File: config.mk
export PLATFORM = sky130hd
export DESIGN_NAME = multicycle_controller
export DESIGN_NICKNAME = d
export VERILOG_FILES = /design/src/rtl/multicycle_controller.sv
export SDC_FILE = /design/constraint.sdc
export NUM_CORES = 1
export LEC_CHECK = 0
export ABC_AREA = 1
export BUFFER_PORTS_ARGS = -buffer_cell sky130_fd_sc_hd__buf_2
export CAP_MARGIN = 15
export CORE_AREA = 2 2 39 41
export CTS_CLUSTER_DIAMETER = 200
export DETAILED_ROUTE_END_ITERATION = 12
export DIE_AREA = 0 0 41 43
export PLACE_DENSITY = 0.73
export SYNTH_ARGS = -nofsm -noshare
export SYNTH_HDL_FRONTEND = slang
export SYNTH_SLANG_ARGS = --single-unit
File: constraint.sdc
create_clock -name clk -period 1.3 [get_ports clk]
set_input_delay 0.325 -clock clk [delete_from_list [all_inputs] [get_ports clk]]
set_output_delay 0.325 -clock clk [all_outputs]
set_load 0.01 [all_outputs]
File: src/rtl/multicycle_controller.sv
// rtl/multicycle_controller.sv - main control FSM for the multi-cycle RISC-V core
module multicycle_controller #(
    parameter int STATE_W = 4
) (
    input  logic       clk,
    input  logic       reset,
    input  logic [6:0] opcode,
    input  logic       zero,
    input  logic       mem_ready,
    output logic       pc_write,
    output logic       adr_src,
    output logic       mem_write,
    output logic       ir_write,
    output logic [1:0] result_src,
    output logic [1:0] alu_src_a,
    output logic [1:0] alu_src_b,
    output logic [1:0] imm_src,
    output logic       reg_write,
    output logic [1:0] alu_op,
    output logic       illegal_instr
);

    localparam logic [6:0] OP_LW   = 7'b0000011;
    localparam logic [6:0] OP_SW   = 7'b0100011;
    localparam logic [6:0] OP_R    = 7'b0110011;
    localparam logic [6:0] OP_I    = 7'b0010011;
    localparam logic [6:0] OP_BEQ  = 7'b1100011;
    localparam logic [6:0] OP_JAL  = 7'b1101111;

    typedef enum logic [STATE_W-1:0] {
        S_FETCH,
        S_DECODE,
        S_MEMADR,
        S_MEMREAD,
        S_MEMWB,
        S_MEMWRITE,
        S_EXECR,
        S_EXECI,
        S_ALUWB,
        S_BEQ,
        S_JAL
    } state_t;

    state_t state;
    state_t state_next;

    always_ff @(posedge clk) begin
        if (reset) begin
            state <= S_FETCH;
        end else begin
            state <= state_next;
        end
    end

    always_comb begin
        state_next    = S_FETCH;
        pc_write      = 1'b0;
        adr_src       = 1'b0;
        mem_write     = 1'b0;
        ir_write      = 1'b0;
        result_src    = 2'b00;
        alu_src_a     = 2'b00;
        alu_src_b     = 2'b00;
        reg_write     = 1'b0;
        alu_op        = 2'b00;
        illegal_instr = 1'b0;

        case (opcode)
            OP_SW:   imm_src = 2'b01;
            OP_BEQ:  imm_src = 2'b10;
            OP_JAL:  imm_src = 2'b11;
            default: imm_src = 2'b00;
        endcase

        case (state)
            S_FETCH: begin
                alu_src_b  = 2'b10;
                result_src = 2'b10;
                pc_write   = mem_ready;
                ir_write   = mem_ready;
                state_next = mem_ready ? S_DECODE : S_FETCH;
            end
            S_DECODE: begin
                alu_src_a = 2'b01;
                alu_src_b = 2'b01;
                case (opcode)
                    OP_LW, OP_SW: state_next = S_MEMADR;
                    OP_R:         state_next = S_EXECR;
                    OP_I:         state_next = S_EXECI;
                    OP_BEQ:       state_next = S_BEQ;
                    OP_JAL:       state_next = S_JAL;
                    default: begin
                        state_next    = S_FETCH;
                        illegal_instr = 1'b1;
                    end
                endcase
            end
            S_MEMADR: begin
                alu_src_a  = 2'b10;
                alu_src_b  = 2'b01;
                state_next = (opcode == OP_LW) ? S_MEMREAD : S_MEMWRITE;
            end
            S_MEMREAD: begin
                adr_src    = 1'b1;
                state_next = mem_ready ? S_MEMWB : S_MEMREAD;
            end
            S_MEMWB: begin
                result_src = 2'b01;
                reg_write  = 1'b1;
            end
            S_MEMWRITE: begin
                adr_src    = 1'b1;
                mem_write  = 1'b1;
                state_next = mem_ready ? S_FETCH : S_MEMWRITE;
            end
            S_EXECR: begin
                alu_src_a  = 2'b10;
                alu_op     = 2'b10;
                state_next = S_ALUWB;
            end
            S_EXECI: begin
                alu_src_a  = 2'b10;
                alu_src_b  = 2'b01;
                alu_op     = 2'b10;
                state_next = S_ALUWB;
            end
            S_ALUWB: begin
                reg_write = 1'b1;
            end
            S_BEQ: begin
                alu_src_a = 2'b10;
                alu_op    = 2'b01;
                pc_write  = zero;
            end
            S_JAL: begin
                alu_src_a  = 2'b01;
                alu_src_b  = 2'b10;
                pc_write   = 1'b1;
                state_next = S_ALUWB;
            end
            default: begin
                state_next = S_FETCH;
            end
        endcase

        // Reset abandons whatever was in flight: FETCH-shaped outputs, no writes.
        if (reset) begin
            state_next    = S_FETCH;
            pc_write      = 1'b0;
            adr_src       = 1'b0;
            mem_write     = 1'b0;
            ir_write      = 1'b0;
            result_src    = 2'b10;
            alu_src_a     = 2'b00;
            alu_src_b     = 2'b10;
            reg_write     = 1'b0;
            alu_op        = 2'b00;
            illegal_instr = 1'b0;
        end
    end

endmodule

==> results of run 1 <==
## per-stage QoR
stage,utilization,hold WS (ns)
after floorplan,-,0.540
final,0.733,0.460
after detailed placement,0.569,0.704
after global routing,0.733,0.462
after global placement,0.569,0.697
after CTS,0.665,0.446
## layout make-up
| type | count | area (µm²) | area share |
|---|---|---|---|
| inverter | 19 | 88.8 | 0.0875 |
| clock buffer | 3 | 22.5 | 0.0222 |
| timing repair buffer | 47 | 320 | 0.316 |
| sequential | 4 | 95.1 | 0.0937 |
| multi-input combinational | 77 | 468 | 0.461 |
| tap | 16 | 20.0 | 0.0197 |
## timing repair
action,in CTS,in global routing
hold buffers,0,0
endpoints found under the setup margin,15,17
buffers inserted,5,3
gates resized for setup,29,21
pin swaps,12,12
## power groups by stage
stage	Sequential [W]	Clock, W	Combinational, W
after global placement	0.000130	0	0.000115
after floorplan	0.000130	0	0.0000632
after detailed placement	0.000130	0	0.000120
after CTS	0.000125	0.000161	0.000136
final	0.000124	0.000147	0.000159
after global routing	0.000124	0.000164	0.000170
## routing by layer
metal  global-route usage  vias up
li1                     -      413
met1                0.231      393
met2                0.419       17
met3                    0        0
met4               0.0600        0
met5                    0        -
## worst max-delay path, delay by kind of cell, from the launching register on
family	cells	cell delay, ns
buffers and inverters	4	0.31
AO/OA/AOI/OAI	2	0.15
flip-flops	1	0.35
AND/OR/NAND/NOR	2	0.22
## path summary, 6_finish.rpt
path | from | end | slack (ns) | cells after the start
worst max-delay path | state[3] | alu_src_b[0] | -0.28 | 8
worst min-delay path | reset | state[1] | 0.46 | 3
worst max register to register | state[2] | state[2] | -0.05 | 10
worst min register to register | state[1] | state[3] | 0.78 | 3
## synth_stat cells (all sizes together)
cell | count | area, µm²
nor3b | 1 | 12.5
a21oi | 6 | 30.0
nor2 | 22 | 115
inv | 18 | 67.6
clkinv | 1 | 3.75
buf | 1 | 7.51
dfxtp | 4 | 80.1
and2 | 1 | 6.26
a31oi | 2 | 12.5
nand2 | 32 | 135
nand3 | 7 | 45.0
o21ai | 5 | 25.0
and3 | 1 | 6.26
## cells by family (layout without fill, tap and decap cells)
family | Yosys count | after routing | synth area share
AO/OA/AOI/OAI | 13 | 13 | 0.124
buffers and inverters | 20 | 69 | 0.144
AND/OR/NAND/NOR | 64 | 64 | 0.586
flip-flops | 4 | 4 | 0.146
==> metrics.yaml, run 1 <==
status: "finished, violations left"
violations: "negative setup slack"
worst_slack_ns: -0.284
layout_common_cells: "buf_2 (22), buf_4 (20), nand2_1 (19)"
seq_power_share: 0.289
grt_pass1_vias: 676
antenna_cells: 0
dpl_cell_area_um2: 787
largestRegisters: "state (4)"
power_frac_comb: 0.369
crit_arrival_ns: 1.26
p_sw_w: 0.000136
fin_nets: 163
regMostFlops: "state"
syn_nets: 112
finalPower_w: 0.000430
critical_path.cell_chain: "inv_6 > nand2_4 > nor2_4 > inv_4 > o21ai_2 > o21ai_2 > inv_1 > buf_2"
final_antenna_net_count: 0
cts_buffers: 3
wl_met1_um: 764
mostFrequentLayoutCell: "buf_2"
critPathSlowestCell: "dfxtp_4"
core_mm2: 0.00138
die_area_mm2: 0.00176
relSlewSlack: 0.845
tritoncts: "yes"
routed_via_density: 4.96
num_rows: 14
ir_drop_mv: 0.337
crit_required_ns: 0.98
insertion_delay_ns: 0.23
p_sw_frac: 0.315
routed.top_layer: "met3"
clk_path_buf_depth: 2
routed_wl_mm: 2.05
synth_cell_types: 19
crit_top_cell: "o21ai_2"
worstSetupStartpointType: "flip-flop"
die_h_um: 43
max_cap_viol_count: 0
ios: 27
drc: 0
drtIter0Drc: 20
worstMarginPinSlew_ns: 0.232
final.setup.tns_ns: -2.68
finalNonFillerCells: 166
largest_reg_flops: 4
grt_max_degree: 13
hold_viol: 0
syn-mean-instance-area_um2: 5.41
clkPwrFrac: 0.342
rsz0062_at_grt: "yes"
wl_met2_mm: 1.24
antenna_found_initial: 0
setup_viol: 17
finalCriticalPeriod_ns: 1.58
fin_area_mm2: 0.00101
grt_use_total: 0.216
cts.clk_slew.worst_paths_ns: 0.03
setup.worst_path.end_class: "output pin"
final_max_slew_viol_count: 0
p_per_area_mw_per_mm2: 424
syn_to_final_growth_pct: 85.6
yosysSeqAreaShare: 0.146
met3_length_um: 47
grt_pass1_wl_mm: 2.65
ys_seq_elements: 4
vias: 823
hold_class: "in -> reg"
post-dp-hpwl_mm: 1.32
place_ws_ns: -0.139
clock.fmax_ghz: 0.631
start_util: 0.395
cp_max_fo: 4
synth_area_um2: 547
cp_slowest_stage_delay_ns: 0.35
grt_overflow: 0
power.internal_w: 0.000294
wl_per_cell_um: 12.3
fin_crit_sh: 1.22
dr.pass1.iters: 4
io_buffers: 26
path_class: "reg -> out"
post-place-cells: 155
cts-root-buf: "clkbuf_4"
p_leak_nw: 0.553
syn_inst: 101
fin_skew_ns: 0.00123
fillers: 111
drive_gt1_frac: 0.640
chipWidth_um: 41
cts_num_sinks: 4
htreeDepth: 1
finalWeightedCongestion: 0.861
synth-warning-count: 0
No activity file was read; power rests on OpenSTA's default activity.
==> run 2, diff against run 1 <==
--- a/config.mk
+++ b/config.mk
@@ -13,6 +13,8 @@
 export DETAILED_ROUTE_END_ITERATION = 12
 export DIE_AREA = 0 0 41 43
 export PLACE_DENSITY = 0.73
+export RECOVER_POWER = 50
+export SETUP_SLACK_MARGIN = 0.5
 export SYNTH_ARGS = -nofsm -noshare
 export SYNTH_HDL_FRONTEND = slang
 export SYNTH_SLANG_ARGS = --single-unit
==> metrics.yaml, run 2 (synthesis gave the netlist of run 1 again) <==
status: "finished, violations left"
violations: "negative setup slack"
seq_power_share: 0.260  # -0.029
grt_pass1_wl_mm: 3.33  # +26%
worstMarginPinSlew_ns: 0.208  # -0.0238 ns
cts_hold_buf: 0  # unchanged
final_antenna_net_count: 0  # unchanged
finalCriticalPeriod_ns: 1.61  # +0.0268 ns
vias: 880  # +6.9%
cp_slowest_stage_delay_ns: 0.38  # +0.03 ns
hold_viol: 0  # unchanged
finalWeightedCongestion: 0.822  # -4.5%
p_sw_frac: 0.331  # +0.0155
post-dp-hpwl_mm: 1.38  # +4.4%
path_class: "reg -> out"
routed_wl_mm: 2.58  # +26%
mostFrequentLayoutCell: "buf_4"
p_leak_nw: 0.645  # +17%
critical_path.cell_chain: "inv_8 > nor2_4 > nand3_1 > a31oi_2 > buf_2"
power_frac_comb: 0.430  # +0.061
drc: 0  # unchanged
drtIter0Drc: 12  # -40%
setup_viol: 16  # -1
start_util: 0.395  # unchanged
ios: 27  # unchanged
largest_reg_flops: 4  # unchanged
largestRegisters: "state (4)"
cts_buffers: 3  # unchanged
routed_via_density: 5.18  # +4.4%
dpl_cell_area_um2: 946  # +20%
worst_slack_ns: -0.311  # -0.0268 ns
drive_gt1_frac: 0.740  # +0.100
fin_area_mm2: 0.00126  # +24%
fin_util: 0.912  # +0.179
layout_common_cells: "buf_4 (17), buf_2 (16), nand2_1 (15), buf_6 (15)"
met3_length_um: 97  # +110%
place_ws_ns: -0.179  # -0.0397 ns
die_area_mm2: 0.00176  # unchanged
hold_class: "in -> reg"
routed.top_layer: "met4"
wl_met2_mm: 1.57  # +27%
tritoncts: "yes"
power.internal_w: 0.000320  # +8.5%
cts_num_sinks: 4  # unchanged
die_h_um: 43  # unchanged
grt_use_total: 0.268  # +0.0527
fin_skew_ns: 0.000168  # -0.00106 ns
worstSetupStartpointType: "flip-flop"
num_rows: 14  # unchanged
cts.clk_slew.worst_paths_ns: 0.04  # about the same
antenna_found_initial: 0  # unchanged
grt_overflow: 0  # unchanged
clock.fmax_ghz: 0.621  # -1.7%
critPathSlowestCell: "dfxtp_4"
wl_met1_um: 853  # +12%
crit_arrival_ns: 1.29  # +0.03 ns
regMostFlops: "state"
grt_pass1_vias: 848  # +25%
fin_crit_sh: 1.24  # +0.0206
syn_to_final_growth_pct: 131
htreeDepth: 1  # unchanged
p_per_area_mw_per_mm2: 378  # -11%
wl_per_cell_um: 15.2  # +23%
setup.worst_path.end_class: "output pin"
rsz0062_at_grt: "yes"
antenna_cells: 0  # unchanged
final_max_slew_viol_count: 0  # unchanged
dr.pass1.iters: 4  # unchanged
core_mm2: 0.00138  # unchanged
ir_drop_mv: 0.399  # +19%
max_cap_viol_count: 0  # unchanged
clkPwrFrac: 0.310  # -0.032
clk_path_buf_depth: 2  # unchanged
io_buffers: 26  # unchanged
grt_max_degree: 13  # unchanged
relSlewSlack: 0.861  # +0.0159
holdWs_ns: 0.472  # +0.0123 ns
p_sw_w: 0.000158  # +16%
cp_max_fo: 4  # unchanged
fin_nets: 167  # +2.5%
final.setup.tns_ns: -3.12  # -0.435 ns
cts-root-buf: "clkbuf_4"
chipWidth_um: 41  # unchanged
insertion_delay_ns: 0.23  # about the same
crit_required_ns: 0.98  # about the same
-- run 2: cell type report --
class / count / area [µm²]
Timing Repair Buffer: 51 / 432
Tap cell: 16 / 20.0
Sequential cell: 4 / 95.1
Fill cell: 62 / 121
Multi-Input combinational cell: 77 / 587
Inverter: 19 / 106
Clock buffer: 3 / 22.5
-- run 2: repair_timing --
| action | CTS | global route |
|---|---|---|
| pin swaps | 16 | 11 |
| resized for setup | 44 | 19 |
| setup endpoints to repair | 20 | 20 |
| setup buffers | 4 | 3 |
-- run 2: per-stage QoR --
stage | power [W] | instances
2_1_floorplan | 0.000208 | 101
3_3_place_gp | 0.000280 | 160
3_5_place_dp | 0.000284 | 160
4_1_cts | 0.000456 | 167
5_1_grt | 0.000498 | 170
6_report | 0.000478 | 170
-- run 2: metal layers --
layer  up-vias  global-route usage
li1        418                   -
met1       418               0.255
met2        36               0.538
met3         8              0.0105
met4         0              0.0933
met5         -                   0
-- run 2: power by group through the flow --
| stage | Clock [W] | Combinational, W | Sequential, W |
|---|---|---|---|
| after detailed placement | 0 | 0.000152 | 0.000131 |
| after floorplan | 0 | 0.0000776 | 0.000130 |
| after global placement | 0 | 0.000149 | 0.000131 |
| final | 0.000148 | 0.000205 | 0.000124 |
| after CTS | 0.000152 | 0.000180 | 0.000125 |
| after global routing | 0.000154 | 0.000219 | 0.000124 |
-- run 2: worst paths after layout --
| kind | from | end | slack (ns) | depth (start not counted) |
|---|---|---|---|---|
| max | state[3] | pc_write | -0.31 | 5 |
| min | reset | state[3] | 0.47 | 3 |
| max reg2reg | state[2] | state[2] | 0.01 | 10 |
| min reg2reg | state[1] | state[3] | 0.77 | 3 |
-- run 2: worst max-delay path: cells and delay by family (launching register included) --
| kind | cells | cell delay, ns |
|---|---|---|
| AO/OA/AOI/OAI | 1 | 0.19 |
| buffers and inverters | 2 | 0.20 |
| AND/OR/NAND/NOR | 2 | 0.28 |
| flip-flops | 1 | 0.38 |
